$ cat config.mk
export PLATFORM = sky130hd
export DESIGN_NAME = onehot_rr_arbiter
export DESIGN_NICKNAME = d
export VERILOG_FILES = /design/src/rtl/onehot_rr_arbiter_pkg.sv /design/src/rtl/onehot_rr_arbiter_rr_pick.sv /design/src/rtl/onehot_rr_arbiter.sv
export SDC_FILE = /design/constraint.sdc
export NUM_CORES = 1
export LEC_CHECK = 0
export CORE_MARGIN = 2
export CORE_UTILIZATION = 45
export CTS_CLUSTER_SIZE = 8
export DETAILED_ROUTE_END_ITERATION = 8
export PLACE_DENSITY = 0.66
export REMOVE_ABC_BUFFERS = 1
export SYNTH_ARGS = -nofsm -noshare
export SYNTH_HDL_FRONTEND = slang
export SYNTH_SLANG_ARGS = --single-unit
$ cat constraint.sdc
create_clock -name clk -period 5.8 [get_ports clk]
set_clock_uncertainty 0.1 [all_clocks]
set_input_delay 0.87 -clock clk [delete_from_list [all_inputs] [get_ports clk]]
set_output_delay 0.87 -clock clk [all_outputs]
set_load 0.05 [all_outputs]
$ cat src/rtl/onehot_rr_arbiter_pkg.sv
// Shared constants, FSM encoding and small helpers for the one-hot round-robin arbiter.
// Only eight request lines are supported so that the grant matches the downstream 8-to-3 encoder.
package onehot_rr_arbiter_pkg;

  localparam int N     = 8;
  localparam int IDX_W = 3;

  typedef enum logic {
    IDLE  = 1'b0,
    GRANT = 1'b1
  } state_t;

  // Index of the set bit in a one-hot vector; zero for an all-zero vector.
  function automatic logic [IDX_W-1:0] onehot_to_idx(input logic [N-1:0] oh);
    logic [IDX_W-1:0] idx;
    idx = '0;
    for (int i = 0; i < N; i++) begin
      if (oh[i]) idx = idx | IDX_W'(i);
    end
    return idx;
  endfunction

  function automatic logic [IDX_W:0] popcount(input logic [N-1:0] v);
    logic [IDX_W:0] cnt;
    cnt = '0;
    for (int i = 0; i < N; i++) begin
      cnt = cnt + {{IDX_W{1'b0}}, v[i]};
    end
    return cnt;
  endfunction

endpackage

$ cat src/rtl/onehot_rr_arbiter_rr_pick.sv
// Combinational round-robin pick: the first set bit of vec searching upward from ptr, as one-hot.
// Rotates right by ptr, isolates the lowest set bit, then rotates the result back.
module onehot_rr_arbiter_rr_pick
  import onehot_rr_arbiter_pkg::*;
(
  input  logic [N-1:0]     vec,
  input  logic [IDX_W-1:0] ptr,
  output logic [N-1:0]     grant,
  output logic             any
);

  logic [N-1:0] rot;
  logic [N-1:0] iso;

  // NOTE: every variable written here gets a default first, so no path can leave one unassigned and infer a latch.
  always_comb begin
    rot   = '0;
    iso   = '0;
    grant = '0;
    // 3-bit index arithmetic wraps modulo 8, which is exactly the rotation.
    for (int i = 0; i < N; i++) begin
      rot[i] = vec[IDX_W'(i) + ptr];
    end
    iso = rot & (~rot + N'(1));
    for (int i = 0; i < N; i++) begin
      grant[IDX_W'(i) + ptr] = iso[i];
    end
  end

  assign any = |vec;

endmodule

$ cat src/rtl/onehot_rr_arbiter.sv
// Round-robin arbiter: captures request rising edges into a sticky pending register and
// hands out one pending request at a time as a stable one-hot grant under valid/ready.
module onehot_rr_arbiter
  import onehot_rr_arbiter_pkg::*;
#(
  parameter int N      = 8,
  parameter int DROP_W = 8
) (
  input  logic              clk,
  input  logic              rst,
  input  logic [N-1:0]      req_in,
  output logic [N-1:0]      grant_out,
  output logic              grant_valid,
  input  logic              grant_ready,
  output logic [N-1:0]      pending_out,
  output logic [DROP_W-1:0] drop_cnt
);

  state_t           state;
  logic [N-1:0]     req_d;
  logic [N-1:0]     pending;
  logic [IDX_W-1:0] ptr;

  logic [N-1:0]     rise;
  logic [N-1:0]     clr;
  logic [N-1:0]     next_pending;
  logic [N-1:0]     drop_bits;
  logic             accept;
  logic [IDX_W-1:0] ptr_next;
  logic [N-1:0]     pick_vec;
  logic [IDX_W-1:0] pick_ptr;
  logic [N-1:0]     pick_oh;
  logic             pick_any;
  logic [DROP_W:0]  drop_sum;

  assign accept       = grant_valid & grant_ready;
  assign rise         = req_in & ~req_d;
  assign clr          = accept ? grant_out : '0;
  assign next_pending = (pending & ~clr) | rise;
  assign drop_bits    = rise & pending & ~clr;
  assign ptr_next     = onehot_to_idx(grant_out) + IDX_W'(1);
  assign drop_sum     = {1'b0, drop_cnt} + (DROP_W+1)'(popcount(drop_bits));

  // From IDLE the pick sees only the registered pending set; in GRANT it sees the
  // post-accept set against the advanced pointer so grants can run back to back.
  assign pick_vec = (state == GRANT) ? next_pending : pending;
  assign pick_ptr = (state == GRANT) ? ptr_next : ptr;

  onehot_rr_arbiter_rr_pick u_rr_pick (
    .vec   (pick_vec),
    .ptr   (pick_ptr),
    .grant (pick_oh),
    .any   (pick_any)
  );

  // NOTE: sequential state uses non-blocking assignments so every flop samples pre-edge values.
  always_ff @(posedge clk or posedge rst) begin
    if (rst) begin
      req_d    <= '0;
      pending  <= '0;
      drop_cnt <= '0;
    end else begin
      req_d    <= req_in;
      pending  <= next_pending;
      drop_cnt <= drop_sum[DROP_W] ? '1 : drop_sum[DROP_W-1:0];
    end
  end

  always_ff @(posedge clk or posedge rst) begin
    if (rst) begin
      state       <= IDLE;
      grant_out   <= '0;
      grant_valid <= 1'b0;
      ptr         <= '0;
    end else begin
      case (state)
        IDLE: begin
          if (pick_any) begin
            grant_out   <= pick_oh;
            grant_valid <= 1'b1;
            state       <= GRANT;
          end
        end
        GRANT: begin
          if (grant_ready) begin
            ptr <= ptr_next;
            if (pick_any) begin
              grant_out <= pick_oh;
            end else begin
              grant_out   <= '0;
              grant_valid <= 1'b0;
              state       <= IDLE;
            end
          end
        end
        default: begin
          state       <= IDLE;
          grant_out   <= '0;
          grant_valid <= 1'b0;
        end
      endcase
    end
  end

  assign pending_out = pending;

endmodule

**Word level (Yosys, flattened, before mapping)**

Cells that the tools add are included.

- Logic and storage cells: 128
- Bits of input ports: 11
- Register bits after elaboration: 37

- Eq/ne operators: 3
- Bitwise operators: 12
- $add $sub $neg: 17
- $lt $le $gt $ge: 16
- Muxes and demuxes: 61
- Reduce and logical (&&, ||, !) cells: 12

Operator list:

| cell | count |
|---|---|
| 8-bit bitwise mux | 7 |
| 8-bit bitwise AND | 6 |
| 8-bit 2-to-1 mux | 6 |
| 3-bit by 4-bit < comparator with 1-bit output (second input constant) | 8 |
| 1-bit binary-select mux with 3-bit select | 8 |
| 1-bit demux with 3-bit select | 8 |
| 3-bit by 1-bit greater-or-equal comparator with 1-bit output (second input constant) | 8 |
| 8-bit NOT | 3 |
| 1-bit 2-to-1 mux | 22 |
| 4-bit by 1-bit adder with 4-bit output | 4 |
| 8-bit case mux with 2 select lines | 1 |
| 3-bit 2-to-1 mux | 5 |
| 3-bit adder (first input constant) | 4 |
| 8-bit by 4-bit adder with 9-bit output | 1 |
| 8-bit by 1-bit adder with 8-bit output (second input constant) | 1 |
| 1-bit logical AND | 8 |
| 8-bit bitwise OR | 1 |
| 8-bit OR reduction | 1 |
| 2-bit by 3-bit adder with 3-bit output (first input constant) | 2 |
| 2-bit != test (second input constant) | 3 |
| 3-bit by 1-bit adder with 4-bit output | 1 |
| 2-bit 2-to-1 mux | 2 |
| 1-bit case mux with 2 select lines | 2 |
| 2-bit AND reduction | 2 |
| 7 further kinds | 7 |

**Logic depth before layout (Yosys ltp)**

Gate-level depths: netlist (run 1).

- Depth after elaboration: 26
- Depth in mapped cells: 16

**By module**

From an unflattened synthesis (run 1), not the netlist that was laid out.

- Cell total of the unflattened synthesis: 353
- Area, all modules: 3,306.9 um2

Modules (own cells, without submodules):

| module | cells each | sequential area each (um2) | area an instance (um2) | times used |
|---|---|---|---|---|
| onehot_rr_arbiter | 183 | 925.9 | 1,898.1 | 1 |
| onehot_rr_arbiter_rr_pick | 170 | 0.0 | 1,408.9 | 1 |

**Worst setup path after synthesis (run 1)**

No wires, ideal clock.

- Kind: input to register
- From: input grant_ready
- To: register drop_cnt[3]
- Arrival time: 4.680 ns
- Setup time: 0.134 ns
- Stages: 15
- Slack: 0.886 ns
- Required time: 5.566 ns
- Cells stage by stage: clkbuf_1 > nand3_1 > and3_1 > fa_1 > inv_1 > fa_1 > inv_1 > fa_1 > fa_1 > fa_1 > a21o_1 > a21oi_1 > nor2b_1 > nand4_1 > o21ai_0

- Cells in the longest elaborated chain, start to end: 13

RTL lines:

| what | line | source |
|---|---|---|
| start, declared | onehot_rr_arbiter.sv:14 | `input logic grant_ready,` |
| 1-bit bitwise AND * | onehot_rr_arbiter.sv:36 | `assign accept = grant_valid & grant_ready;` |
| 8-bit 2-to-1 mux * | onehot_rr_arbiter.sv:38 | `assign clr = accept ? grant_out : '0;` |
| 8-bit NOT * | onehot_rr_arbiter.sv:40 | `assign drop_bits = rise & pending & ~clr;` |
| 8-bit bitwise AND * | onehot_rr_arbiter.sv:40 |  |
| 1-bit by 1-bit adder with 2-bit output | onehot_rr_arbiter_pkg.sv:27 | `cnt = cnt + {{IDX_W{1'b0}}, v[i]};` |
| 2-bit by 1-bit adder with 3-bit output | onehot_rr_arbiter_pkg.sv:27 |  |
| 3-bit by 1-bit adder with 4-bit output | onehot_rr_arbiter_pkg.sv:27 |  |
| 4-bit by 1-bit adder with 4-bit output (3 in series) | onehot_rr_arbiter_pkg.sv:27 |  |
| 4-bit by 1-bit adder with 4-bit output * | onehot_rr_arbiter_pkg.sv:27 |  |
| 8-bit by 4-bit adder with 9-bit output * | onehot_rr_arbiter.sv:42 | `assign drop_sum = {1'b0, drop_cnt} + (DROP_W+1)'(popcount(drop_bits));` |
| 8-bit 2-to-1 mux * | onehot_rr_arbiter.sv:65 | `drop_cnt <= drop_sum[DROP_W] ? '1 : drop_sum[DROP_W-1:0];` |
| end signal, assigned | onehot_rr_arbiter.sv:65 |  |
| end, declared | onehot_rr_arbiter.sv:16 | `output logic [DROP_W-1:0] drop_cnt` |

Mark *: on every way between the ends. The rest lies on a longest branch, timed or not.
A chain may end at the register's enable or synchronous reset.

**Worst setup path after layout (run 1)**

Ends and elaborated chain as after synthesis.

==> impl_metrics.env, run 1 <==
export IMPL_routed_wl_mm=10.45
export IMPL_cts_resized_gates=0
export IMPL_timing_final_crit_period_ps=5151
export IMPL_regToRegEndpoint="grant_out[6]"
export IMPL_worst_hold_startpoint="ptr[2]"
export IMPL_criticalPathCategory="input port to flip-flop"
export IMPL_worst_slew_pin_transition_ps=790.3
export IMPL_clock_insertion_delay_worst_skew_ps=290
export IMPL_synthCells=389
export IMPL_setup_viol_count_final=0
export IMPL_die_area_um2=8574
export IMPL_holdWs_ps=405.4
export IMPL_worst_path_max_fanout=5
export IMPL_synth_edff_count=0
export IMPL_detail_route_vias_per_cell=6.459
export IMPL_final_seq_area_um2=925.9
export IMPL_clock_sink_count=37
export IMPL_synth_mux_area_fraction=0.1296
export IMPL_yosys_most_used_dff="sky130_fd_sc_hd__dfrtp_1"
export IMPL_worst_ep_arrival_time_ps=5220
export IMPL_cts_tree="yes"
export IMPL_ys_async_sr_fraction=1.000
export IMPL_route_detailed_drc=0
export IMPL_first_global_vias=3296
export IMPL_worst_setup_path_startpoint="grant_ready"
export IMPL_synth_sequential_area_ratio=0.2621
export IMPL_commonest_non_fill_non_tap_cells_in_the_layout="41 x sky130_fd_sc_hd__nand2_1, 37 x sky130_fd_sc_hd__dfrtp_1, 35 x sky130_fd_sc_hd__clkdlybuf4s50_1"
export IMPL_ioPinCount=36
export IMPL_ff2ff_path_depth=13
export IMPL_finish_utilization=0.5355
export IMPL_antenna_violating_nets_post_route=0
export IMPL_port_buffers=35
export IMPL_clock_tree_buffer_depth=2
export IMPL_initial_utilization=0.4619
export IMPL_core_area_um2=7647
export IMPL_drt_first_iter_violations=322
export IMPL_layout_nets=453
export IMPL_antenna_fix_cells=0
export IMPL_synth_xor_area_share=0.007439
export IMPL_finish_cell_count_without_fillers=527
export IMPL_cts_post_setup_buffers_inserted=0
export IMPL_layout_drive_gt1_share=0.1271
export IMPL_max_cap_violations=0
export IMPL_multi_input_logic_area_um2=2436
export IMPL_globalRouteTotalUtil=0.2563
export IMPL_grt_start_max_net_pins=40
export IMPL_simple_gate_area_share_of_the_yosys_netlist=0.2487
export IMPL_detail_route_wl_per_cell_um=19.83
export IMPL_cts_buffers_inserted=5
export IMPL_largest_family_of_logic_cells_by_synthesized_area="simple AND/OR/NAND/NOR gates"
export IMPL_die_h_um=92.60
export IMPL_grt_first_pass_wirelength_mm=17.22
export IMPL_synth_seq_cells=37
export IMPL_clk_pin_slew_worst_paths_ps=70
export IMPL_netlist_area_um2=3532
export IMPL_antenna_found_initial=0
export IMPL_report_final_slew_viol_count=0
export IMPL_synth_distinct_cells=74
export IMPL_cts_htree_levels=2
export IMPL_timing_fmax_mhz=194.1
export IMPL_result_of_the_run="finished, final reports clean"
export IMPL_grt_setup_unrepaired="no"
export IMPL_die_width_um=92.60
export IMPL_postSynthAreaPerCell_um2=9.080
export IMPL_worstPathRequired_ps=5870
export IMPL_crit_path_start_kind="input port"
export IMPL_synthAdderAreaFrac=0.07439
export IMPL_drtPass1Iterations=5
export IMPL_hold_viol_final=0
export IMPL_class_of_the_most_critical_hold_timing_path="flip-flop to flip-flop"
export IMPL_finalCritPeriodShare=0.8882
export IMPL_layout_cells_most_common="sky130_fd_sc_hd__nand2_1"
export IMPL_fin_setup_tns_ps=0
export IMPL_worst_r2r_startpoint="grant_out[7]"
export IMPL_hold_path_cell_count=2
export IMPL_slew_limit_headroom=0.4695
export IMPL_cts_hold_buffers=0
export IMPL_finalWeightedCongestion=0.9940
export IMPL_synth_area_in_compound_gates=0.2271
export IMPL_cts_root_buf="sky130_fd_sc_hd__clkbuf_8"
export IMPL_cp_end_kind="flip-flop"
export IMPL_syn_to_final_growth_pct=15.94
export IMPL_place_hpwl_mm=7.948
export IMPL_inst_count_dp=519
export IMPL_hold_path_endpoint="ptr[2]"
export IMPL_number_of_synthesis_warnings=0
export IMPL_overflow=0
export IMPL_filler_cell_count=711
export IMPL_reg2reg_setup_slack_ps=1110
export IMPL_num_vias=3404
export IMPL_row_count=32
## flip-flops by register name, indices dropped and copies added (netlist names)
name,count
state,1
grant_out,8
ptr,3
pending_out,8
req_d,8
grant_valid,1
drop_cnt,8
## worst max-delay path by stage
stage | depth (start not counted) | slack (ps) | to
floorplan | 13 | 320 | grant_out[3]
global placement | 15 | 440 | drop_cnt[3]
detailed placement | 15 | 300 | drop_cnt[3]
CTS | 15 | 630 | drop_cnt[3]
global route | 15 | 390 | drop_cnt[3]
finish | 15 | 650 | drop_cnt[3]
## stage by stage
step	setup WS, ps	instance area (um^2)
after floorplan	316.5	3458
after global placement	438.4	4013
after detailed placement	300.2	4013
final	648.6	4095
after CTS	628.7	4095
after global routing	388.8	4095
## logic make-up (layout without fill, tap and decap cells)
kind of cell / after synthesis / after routing
flip-flops: 37 / 37
AO/OA/AOI/OAI: 106 / 106
multiplexers: 27 / 27
XOR/XNOR: 3 / 3
AND/OR/NAND/NOR: 154 / 154
adder cells (fa/ha/maj): 18 / 18
buffers and inverters: 44 / 80
## Yosys cell counts (5+ instances only)
library cell / instances / area [um^2]
sky130_fd_sc_hd__mux2i_1: 5 / 50.05
sky130_fd_sc_hd__mux2_2: 7 / 78.83
sky130_fd_sc_hd__mux4_2: 14 / 315.3
sky130_fd_sc_hd__o21ai_0: 17 / 85.08
sky130_fd_sc_hd__inv_1: 25 / 93.84
sky130_fd_sc_hd__nor2_1: 13 / 48.80
sky130_fd_sc_hd__o22ai_1: 7 / 43.79
sky130_fd_sc_hd__a21oi_1: 15 / 75.07
sky130_fd_sc_hd__nand2b_1: 8 / 50.05
sky130_fd_sc_hd__ha_1: 13 / 162.7
sky130_fd_sc_hd__nand3_1: 29 / 145.1
sky130_fd_sc_hd__nand2_1: 41 / 153.9
sky130_fd_sc_hd__nand4_1: 5 / 31.28
sky130_fd_sc_hd__dfrtp_1: 37 / 925.9
sky130_fd_sc_hd__nor3_1: 6 / 30.03
sky130_fd_sc_hd__fa_1: 5 / 100.1
sky130_fd_sc_hd__nor2b_1: 15 / 93.84
sky130_fd_sc_hd__nor4_1: 8 / 50.05
sky130_fd_sc_hd__clkbuf_1: 9 / 33.78
sky130_fd_sc_hd__and3_1: 8 / 50.05
## critical path: stages
cell and delay, ps:
sky130_fd_sc_hd__clkdlybuf4s50_1 540, sky130_fd_sc_hd__nand3_1 150, sky130_fd_sc_hd__and3_1 240, sky130_fd_sc_hd__fa_1 500, sky130_fd_sc_hd__inv_1 50, sky130_fd_sc_hd__fa_1 540, sky130_fd_sc_hd__inv_1 60, sky130_fd_sc_hd__fa_1 510
sky130_fd_sc_hd__fa_1 470, sky130_fd_sc_hd__fa_1 420, sky130_fd_sc_hd__a21o_1 200, sky130_fd_sc_hd__a21oi_1 260, sky130_fd_sc_hd__nor2b_1 120, sky130_fd_sc_hd__nand4_1 180, sky130_fd_sc_hd__o21ai_0 110
## routing by layer
metal,vias to the layer above,wire length (um),track usage
li1,1567,-,-
met1,1668,4516,0.3408
met2,151,5166,0.4392
met3,18,581,0.03417
met4,0,184,0.07090
met5,-,0,0
## final cells by class
class                   count  share of cell area
multi-input cells         308              0.5949
flip-flops and latches     37              0.2261
repair buffers             44              0.1020
well taps                 102             0.03116
inverters                  28             0.02566
clock buffers               6             0.01772
clock inverters             2            0.002444
Power of run 1 is not shown: default switching activity piles up to over one toggle a cycle in this logic, so the estimate is an artifact.
==> run 2, diff against run 1 <==
--- a/config.mk
+++ b/config.mk
@@ -5,10 +5,11 @@
 export SDC_FILE = /design/constraint.sdc
 export NUM_CORES = 1
 export LEC_CHECK = 0
-export CORE_MARGIN = 2
+export CORE_MARGIN = 3
 export CORE_UTILIZATION = 45
 export CTS_CLUSTER_SIZE = 8
 export DETAILED_ROUTE_END_ITERATION = 8
+export HOLD_SLACK_MARGIN = 0.05
 export PLACE_DENSITY = 0.66
 export REMOVE_ABC_BUFFERS = 1
 export SYNTH_ARGS = -nofsm -noshare
==> run 2 against run 1 <==
Against the previous run: cell area increased by 0.46%; utilization increased by 1.7 points; setup slack got worse by 12 ps; first-iteration DRC count increased by 57%; die area increased by 4.4%; routed wire length increased by 2.8%; hold slack improved by 16 ps.
==> impl_metrics.env, run 2 (synthesized netlist as in run 1, its figures left out) <==
export IMPL_die_h_um=94.60
export IMPL_syn_to_final_growth_pct=16.47
export IMPL_clk_pin_slew_worst_paths_ps=80
export IMPL_finalWeightedCongestion=0.9088
export IMPL_antenna_violating_nets_post_route=0
export IMPL_initial_utilization=0.4743
export IMPL_die_area_um2=8948
export IMPL_criticalPathCategory="input port to flip-flop"
export IMPL_core_area_um2=7447
export IMPL_filler_cell_count=700
export IMPL_clock_tree_buffer_depth=2
export IMPL_hold_viol_final=0
export IMPL_fin_setup_tns_ps=0
export IMPL_crit_path_start_kind="input port"
export IMPL_grt_first_pass_wirelength_mm=17.06
export IMPL_worst_hold_startpoint="ptr[1]"
export IMPL_commonest_non_fill_non_tap_cells_in_the_layout="41 x sky130_fd_sc_hd__nand2_1, 37 x sky130_fd_sc_hd__dfrtp_1, 35 x sky130_fd_sc_hd__clkdlybuf4s50_1"
export IMPL_die_width_um=94.60
export IMPL_worstPathRequired_ps=5870
export IMPL_timing_final_crit_period_ps=5163
export IMPL_setup_viol_count_final=0
export IMPL_cts_tree="yes"
export IMPL_globalRouteTotalUtil=0.2478
export IMPL_cts_root_buf="sky130_fd_sc_hd__clkbuf_8"
export IMPL_multi_input_logic_area_um2=2436
export IMPL_route_detailed_drc=0
export IMPL_cts_htree_levels=2
export IMPL_class_of_the_most_critical_hold_timing_path="flip-flop to flip-flop"
export IMPL_ff2ff_path_depth=14
export IMPL_regToRegEndpoint="grant_out[6]"
export IMPL_detail_route_wl_per_cell_um=20.57
export IMPL_worst_slew_pin_transition_ps=945.6
export IMPL_finish_cell_count_without_fillers=522
export IMPL_num_vias=3468
export IMPL_overflow=0
export IMPL_cp_end_kind="flip-flop"
export IMPL_timing_fmax_mhz=193.7
export IMPL_finalCritPeriodShare=0.8902
export IMPL_layout_drive_gt1_share=0.1253
export IMPL_antenna_found_initial=0
export IMPL_routed_wl_mm=10.74
export IMPL_drt_first_iter_violations=504
export IMPL_antenna_fix_cells=0
export IMPL_final_seq_area_um2=925.9
export IMPL_grt_setup_unrepaired="no"
export IMPL_cts_resized_gates=0
export IMPL_drtPass1Iterations=5
export IMPL_worst_ep_arrival_time_ps=5230
export IMPL_clock_insertion_delay_worst_skew_ps=290
export IMPL_first_global_vias=3277
export IMPL_max_cap_violations=0
export IMPL_report_final_slew_viol_count=0
export IMPL_port_buffers=35
export IMPL_grt_start_max_net_pins=40
export IMPL_reg2reg_setup_slack_ps=1060
export IMPL_finish_utilization=0.5524
export IMPL_cts_buffers_inserted=5
export IMPL_cts_post_setup_buffers_inserted=0
export IMPL_clock_sink_count=37
export IMPL_slew_limit_headroom=0.3668
export IMPL_place_hpwl_mm=7.966
export IMPL_hold_path_endpoint="ptr[1]"
export IMPL_layout_nets=451
export IMPL_detail_route_vias_per_cell=6.644
export IMPL_inst_count_dp=514
export IMPL_hold_path_cell_count=1
export IMPL_worst_r2r_startpoint="grant_out[6]"
export IMPL_cts_hold_buffers=0
export IMPL_result_of_the_run="finished, final reports clean"
export IMPL_ioPinCount=36
export IMPL_worst_path_max_fanout=5
export IMPL_row_count=31
export IMPL_layout_cells_most_common="sky130_fd_sc_hd__nand2_1"
[run 2: cell types whose count changed in the layout (fill, tap and decap cells not counted), sizes merged]
cell	previous run	this run
clkinvlp	0	1
buf	9	7
bufinv	0	1
clkinv	4	2
[run 2: how the worst max path moves through the flow]
stage	startpoint	to	cells past startpoint
finish	grant_ready	drop_cnt[3]	15
global route	grant_ready	drop_cnt[3]	15
CTS	grant_ready	drop_cnt[3]	15
detailed placement	grant_ready	drop_cnt[3]	15
global placement	grant_ready	drop_cnt[3]	15
floorplan	grant_out[7]	grant_out[3]	13
[run 2: final cells by class]
class	instances	share of cell area
multi-input combinational	308	0.5922
sequential	37	0.2251
timing repair buffer	42	0.09793
tap	99	0.03011
inverter	28	0.02555
clock buffer	6	0.02007
clock inverter	2	0.009124
[run 2: layer usage]
| layer | GRT usage | part of all wire |
|---|---|---|
| met5 | 0 | 0 |
| met4 | 0.06370 | 0.018 |
| met3 | 0.04223 | 0.087 |
| met2 | 0.3723 | 0.45 |
| met1 | 0.3693 | 0.45 |
[run 2: per-stage QoR]
step                      worst slack [ps]  instance area, um^2  hold WS, ps
after global routing                 396.7                 4114        450.6
after floorplan                      316.5                 3458        364.8
after CTS                            664.7                 4114        419.2
after global placement               417.0                 3994        389.7
after detailed placement             361.1                 3994        402.3
final                                637.0                 4114        421.6
[run 2: worst max-delay path: stages]
cell	delay [ps]
sky130_fd_sc_hd__clkdlybuf4s50_1	550
sky130_fd_sc_hd__nand3_1	120
sky130_fd_sc_hd__and3_1	230
sky130_fd_sc_hd__fa_1	500
sky130_fd_sc_hd__inv_1	60
sky130_fd_sc_hd__fa_1	530
sky130_fd_sc_hd__inv_1	60
sky130_fd_sc_hd__fa_1	500
sky130_fd_sc_hd__fa_1	470
sky130_fd_sc_hd__fa_1	420
sky130_fd_sc_hd__a21o_1	190
sky130_fd_sc_hd__a21oi_1	270
sky130_fd_sc_hd__nor2b_1	130
sky130_fd_sc_hd__nand4_1	210
sky130_fd_sc_hd__o21ai_0	130
Power of run 2 is left out for the same reason.
==> variant 1, RTL diff (config.mk and constraints of run 2) <==
`DROP_W`: 8 -> 6.
--- a/src/rtl/onehot_rr_arbiter.sv
+++ b/src/rtl/onehot_rr_arbiter.sv
@@ -4,7 +4,7 @@
   import onehot_rr_arbiter_pkg::*;
 #(
   parameter int N      = 8,
-  parameter int DROP_W = 8
+  parameter int DROP_W = 6
 ) (
   input  logic              clk,
   input  logic              rst,
Ports: changed (resized drop_cnt); port bits go from 36 to 34. The function was not compared with the original's and may differ.
==> variant 1 against run 2 <==
Area after synthesis is 4.1% lower; via count rose by 0.14%; sequential cell count down 2; wire length decreased by 0.78%; critical path depth down 6; setup slack gained 0.19 ns; utilization is 1.2 points lower; final area down 4.3%; critical path type unchanged.
Power is left out: the tool's default activity adds up to more than one toggle a clock period on the data nets, which glitch-free logic cannot reach.
==> variant 1: results (changes against run 2) <==
Status
  • Status: completed (unchanged)

Clocking
  • Resize count post-CTS: 0 (unchanged)

Synth
  • Synth cell types: 59 (was 74)
  • Post-synth top cells: nand2_1, dfrtp_1, inv_1, nand3_1, a21oi_1 (was nand2_1, dfrtp_1, nand3_1)
  • Adder-Cell Fraction of Synth Area: 0.07755 (was 0.07439)
  • Synth Area in Compound Gates: 0.2149 (was 0.2271)
  • #FFs+latches synth: 35 (was 37)
  • Post-synth top flop: dfrtp_1 (unchanged)
  • Synth Area in XOR/XNOR: 0.002585 (was 0.007439)
  • Syn avg cell area: 8.824 µm² (was 9.080 µm²)
  • Register area share after synthesis: 0.2585 (was 0.2621)
  • Largest cells by area after synthesis: dfrtp_1, mux4_2, ha_1, nand2_1, nand3_1 (unchanged)

Drt
  • Routed wl met2: 4847 µm (was 4806 µm)
  • Vias/cell: 6.783 (was 6.644)
  • First drt pass iteration count: 6 (was 5)
  • Drt total wl: 10660 µm (was 10740 µm)
  • Met3 WL: 1169 µm (was 932 µm)
  • DR WL/cell: 20.81 µm (was 20.57 µm)
  • Initial DRC count: 434 (was 504)
  • WL met1: 4294 µm (was 4808 µm)

Place
  • HPWL Detailed: 8010 µm (was 7966 µm)
  • Placed Instances: 504 (was 514)
  • Buffers on Ports: 33 (was 35)
  • Post-place setup slack: 0.5437 ns (was 0.3611 ns)
  • Placer Congestion: 0.9506 (was 0.9088)
  • Post-DP Area: 3820 µm² (was 3994 µm²)

Layout
  • Fillers: 696 (was 700)
  • Share of cells above drive strength 1: 0.09685 (was 0.1253)
  • Comb_multi_in: 299 (was 308)
  • Area grow syn2layout: 16.21% (was 16.47%)
  • Inverters: 30 (was 28)
  • Clock-cell share: 0.02987 (was 0.02920)
  • Nets: 441 (was 451)
  • Storage cell area: 875.8 µm² (was 925.9 µm²)
  • Signal buf overhead: 0.09914 (was 0.09793)
  • Multi-input gate share of total cell area: 0.5885 (was 0.5922)
  • Signal buffers: 41 (was 42)

Timing
  • Hold_ws: 0.3907 ns (was 0.4216 ns)
  • Worst Tran Pin Value: 1.144 ns (was 0.9456 ns)
  • Setup ws final: 0.8226 ns (was 0.6370 ns)

Die
  • Core area: 7292 µm² (was 7447 µm²)

Global routing
  • Largest net degree at the start of global routing: 36 (was 40)
  • Vias in the first global route: 3230 (was 3277)
  • GR Util met2: 0.4019 (was 0.3723)
  • First-pass GRT wire length: 17260 µm (was 17060 µm)
  • GR Util All Layers: 0.2537 (was 0.2478)
  • GR Util met1: 0.3545 (was 0.3693)

Setup path
  • Worst Path Arrival: 5.06 ns (was 5.23 ns)
  • Reg2reg setup slack: 0.89 ns (was 1.06 ns)
  • Crit-path max cell delay: 0.97 ns (was 0.55 ns)
  • Cell family with most CP delay: compound AO/OA/AOI/OAI gates (was adder cells)
## variant 1: changes by cell type after synthesis, sizes merged, moves of 4 or more
| cell | before | now |
|---|---|---|
| o21ai | 20 | 14 |
| a311o | 0 | 4 |
| mux2i | 6 | 12 |
| nand4 | 6 | 11 |
| a21oi | 15 | 20 |
| nor4 | 11 | 6 |
| o22ai | 7 | 1 |
| a31oi | 3 | 7 |
## variant 1: final timing paths
path | to | depth (start not counted) | start
worst max-delay path | grant_out[1] | 9 | grant_ready
worst min-delay path | ptr[2] | 2 | ptr[2]
worst max register to register | grant_out[1] | 16 | grant_out[5]
worst min register to register | ptr[2] | 2 | ptr[2]
max in group asynchronous | pending_out[2] | 3 | rst
min in group asynchronous | grant_out[3] | 3 | rst
## variant 1: kinds of logic (layout without fill, tap and decap cells)
group                    count (synthesis)  after routing
AND/OR/NAND/NOR                        151            151
AO/OA/AOI/OAI                           98             98
buffers and inverters                   50             79
flip-flops                              35             35
multiplexers                            31             31
adder cells (fa/ha/maj)                 18             18
XOR/XNOR                                 1              1
==> variant 2, RTL diff (flow settings as in run 2) <==
Without the edit above. Register the output `drop_cnt` once more, without a reset; this adds one clock of latency there. The other outputs are not delayed to match.
--- a/src/rtl/onehot_rr_arbiter.sv
+++ b/src/rtl/onehot_rr_arbiter.sv
@@ -15,6 +15,8 @@
   output logic [N-1:0]      pending_out,
   output logic [DROP_W-1:0] drop_cnt
 );
+
+  logic [DROP_W-1:0] drop_cnt_s0;
 
   state_t           state;
   logic [N-1:0]     req_d;
@@ -39,7 +41,7 @@
   assign next_pending = (pending & ~clr) | rise;
   assign drop_bits    = rise & pending & ~clr;
   assign ptr_next     = onehot_to_idx(grant_out) + IDX_W'(1);
-  assign drop_sum     = {1'b0, drop_cnt} + (DROP_W+1)'(popcount(drop_bits));
+  assign drop_sum     = {1'b0, drop_cnt_s0} + (DROP_W+1)'(popcount(drop_bits));
 
   // From IDLE the pick sees only the registered pending set; in GRANT it sees the
   // post-accept set against the advanced pointer so grants can run back to back.
@@ -58,11 +60,11 @@
     if (rst) begin
       req_d    <= '0;
       pending  <= '0;
-      drop_cnt <= '0;
+      drop_cnt_s0 <= '0;
     end else begin
       req_d    <= req_in;
       pending  <= next_pending;
-      drop_cnt <= drop_sum[DROP_W] ? '1 : drop_sum[DROP_W-1:0];
+      drop_cnt_s0 <= drop_sum[DROP_W] ? '1 : drop_sum[DROP_W-1:0];
     end
   end
 
@@ -104,5 +106,9 @@
 
   assign pending_out = pending;
 
+  always_ff @(posedge clk) begin
+    drop_cnt <= drop_cnt_s0;
+  end
+
 endmodule
 
Behaviour: not the same (Yosys sat finds a counterexample within 4 cycles, from zero or initial values and one cycle with rst high).
==> variant 2 against run 2 <==
Critical path depth stayed put; setup slack improved by 0.10 ns; area after synthesis hardly changed; wire length decreased by 5.1%; sequential cell count grew 8; final area fell by 1.4%; largest cell class unchanged; highest routed layer unchanged.
Power is left out: the tool's default activity adds up to more than one toggle a clock period on the data nets, which glitch-free logic cannot reach.
==> variant 2: results (changes against run 2) <==
Global routing
  • Largest net degree at the start of global routing: 25 (was 40)
  • First-pass GRT wire length: 16500 µm (was 17060 µm)
  • GR Util met2: 0.3629 (was 0.3723)
  • GRT met3 Usage: 0.03665 (was 0.04223)
  • Initial antenna violation count: 0 (unchanged)
  • Vias in the first global route: 3069 (was 3277)
  • GR Util All Layers: 0.2395 (was 0.2478)
  • GR Util met1: 0.3528 (was 0.3693)

Setup path
  • Worst Path Arrival: 5.14 ns (was 5.23 ns)
  • CP Max Fanout: 5 (unchanged)

Layout
  • Nets: 448 (was 451)
  • Share of cells above drive strength 1: 0.07601 (was 0.1253)
  • Fillers: 701 (was 700)
  • Final Non-Filler Cells: 520 (was 522)

Timing
  • Slew HR: 0.4585 (was 0.3668)

Place
  • Post-DP Area: 3941 µm² (was 3994 µm²)
  • HPWL Detailed: 7695 µm (was 7966 µm)
  • Placer Congestion: 0.9269 (was 0.9088)
  • Placed Instances: 512 (was 514)
  • Post-place setup slack: 0.4127 ns (was 0.3611 ns)

Drt
  • Drt total wl: 10190 µm (was 10740 µm)
  • Via count: 3268 (was 3468)
  • Initial DRC count: 350 (was 504)

Synth
  • Ys async rst share: 0.8222 (was 1.000)
  • Synth Area in XOR/XNOR: 0.03047 (was 0.007439)
  • Mux cell area share after synthesis: 0.07123 (was 0.1296)
  • Adder-Cell Fraction of Synth Area: 0.07087 (was 0.07439)
  • Register area share after synthesis: 0.3076 (was 0.2621)
  • Post-synth top cells: nand2_1, dfrtp_1, nor2_1 (was nand2_1, dfrtp_1, nand3_1)
  • Synth cell types: 69 (was 74)
  • Synth Area in Compound Gates: 0.2155 (was 0.2271)
  • Largest cells by area after synthesis: dfrtp_1, dfxtp_1, ha_1, nand2_1, mux4_2 (was dfrtp_1, mux4_2, ha_1, nand2_1, nand3_1)
  • Syn avg cell area: 9.007 µm² (was 9.080 µm²)

Status
  • Status: completed (unchanged)

Clocking
  • TritonCTS buffer count: 5 (unchanged)
  • Worst-skew pair later-pin latency: 0.30 ns
  • CTS Buffer Depth: 2 (unchanged)
  • Clk pin slew, worst setup/hold paths: 0.08 ns (about the same)
## variant 2: changes by cell type in the layout (fill, tap and decap cells not counted), sizes merged, moves of 8 or more
cell          run 2  this run
nand3            29        18
mux4             14         6
inv              26        18
o21ai            20        11
nor2             13        24
dfxtp             0         8
a31oi             3        13
## variant 2: layer usage
layer	wire length, µm	vias up
li1	-	1536
met1	4793	1589
met2	4555	129
met3	683	14
met4	157	0
met5	0	-
## variant 2: cell type report
class,instances,area [µm²],share of cell area
Timing Repair Buffer,39,380.4,0.09374
Tap cell,99,123.9,0.03053
Inverter,18,67.56,0.01665
Clock inverter,1,30.03,0.007401
Sequential cell,45,1086,0.2677
Clock buffer,7,86.33,0.02128
Multi-Input combinational cell,311,2283,0.5628
## variant 2: worst paths after layout
kind                                     start        endpoint  slack, ns  cells past startpoint
worst max-delay path               grant_ready  drop_cnt_s0[3]       0.74                     15
worst min-delay path            drop_cnt_s0[3]     drop_cnt[3]       0.28                      0
worst max register to register    grant_out[7]    grant_out[7]       1.13                     11
worst min register to register  drop_cnt_s0[3]     drop_cnt[3]       0.28                      0
max in group asynchronous                  rst  pending_out[5]       4.07                      3
min in group asynchronous                  rst    grant_out[6]       0.81                      2
## variant 2: critical path, cell delays in order
cell and delay, ns:
clkdlybuf4s50_1 0.50, nand3_1 0.11, and3_1 0.23, fa_1 0.50
inv_1 0.05, fa_1 0.53, inv_1 0.06, fa_1 0.50
fa_1 0.48, fa_1 0.42, a21o_1 0.20, a21oi_1 0.28
nor2b_1 0.12, nand4_1 0.19, o21ai_0 0.11
## variant 2: logic make-up (layout without fill, tap and decap cells)
group	after synthesis	count (layout)
simple gates	163	163
compound gates	106	106
flops	45	45
buf+inv	36	65
fa+ha+maj	17	17
mux	17	17
xor+xnor	8	8
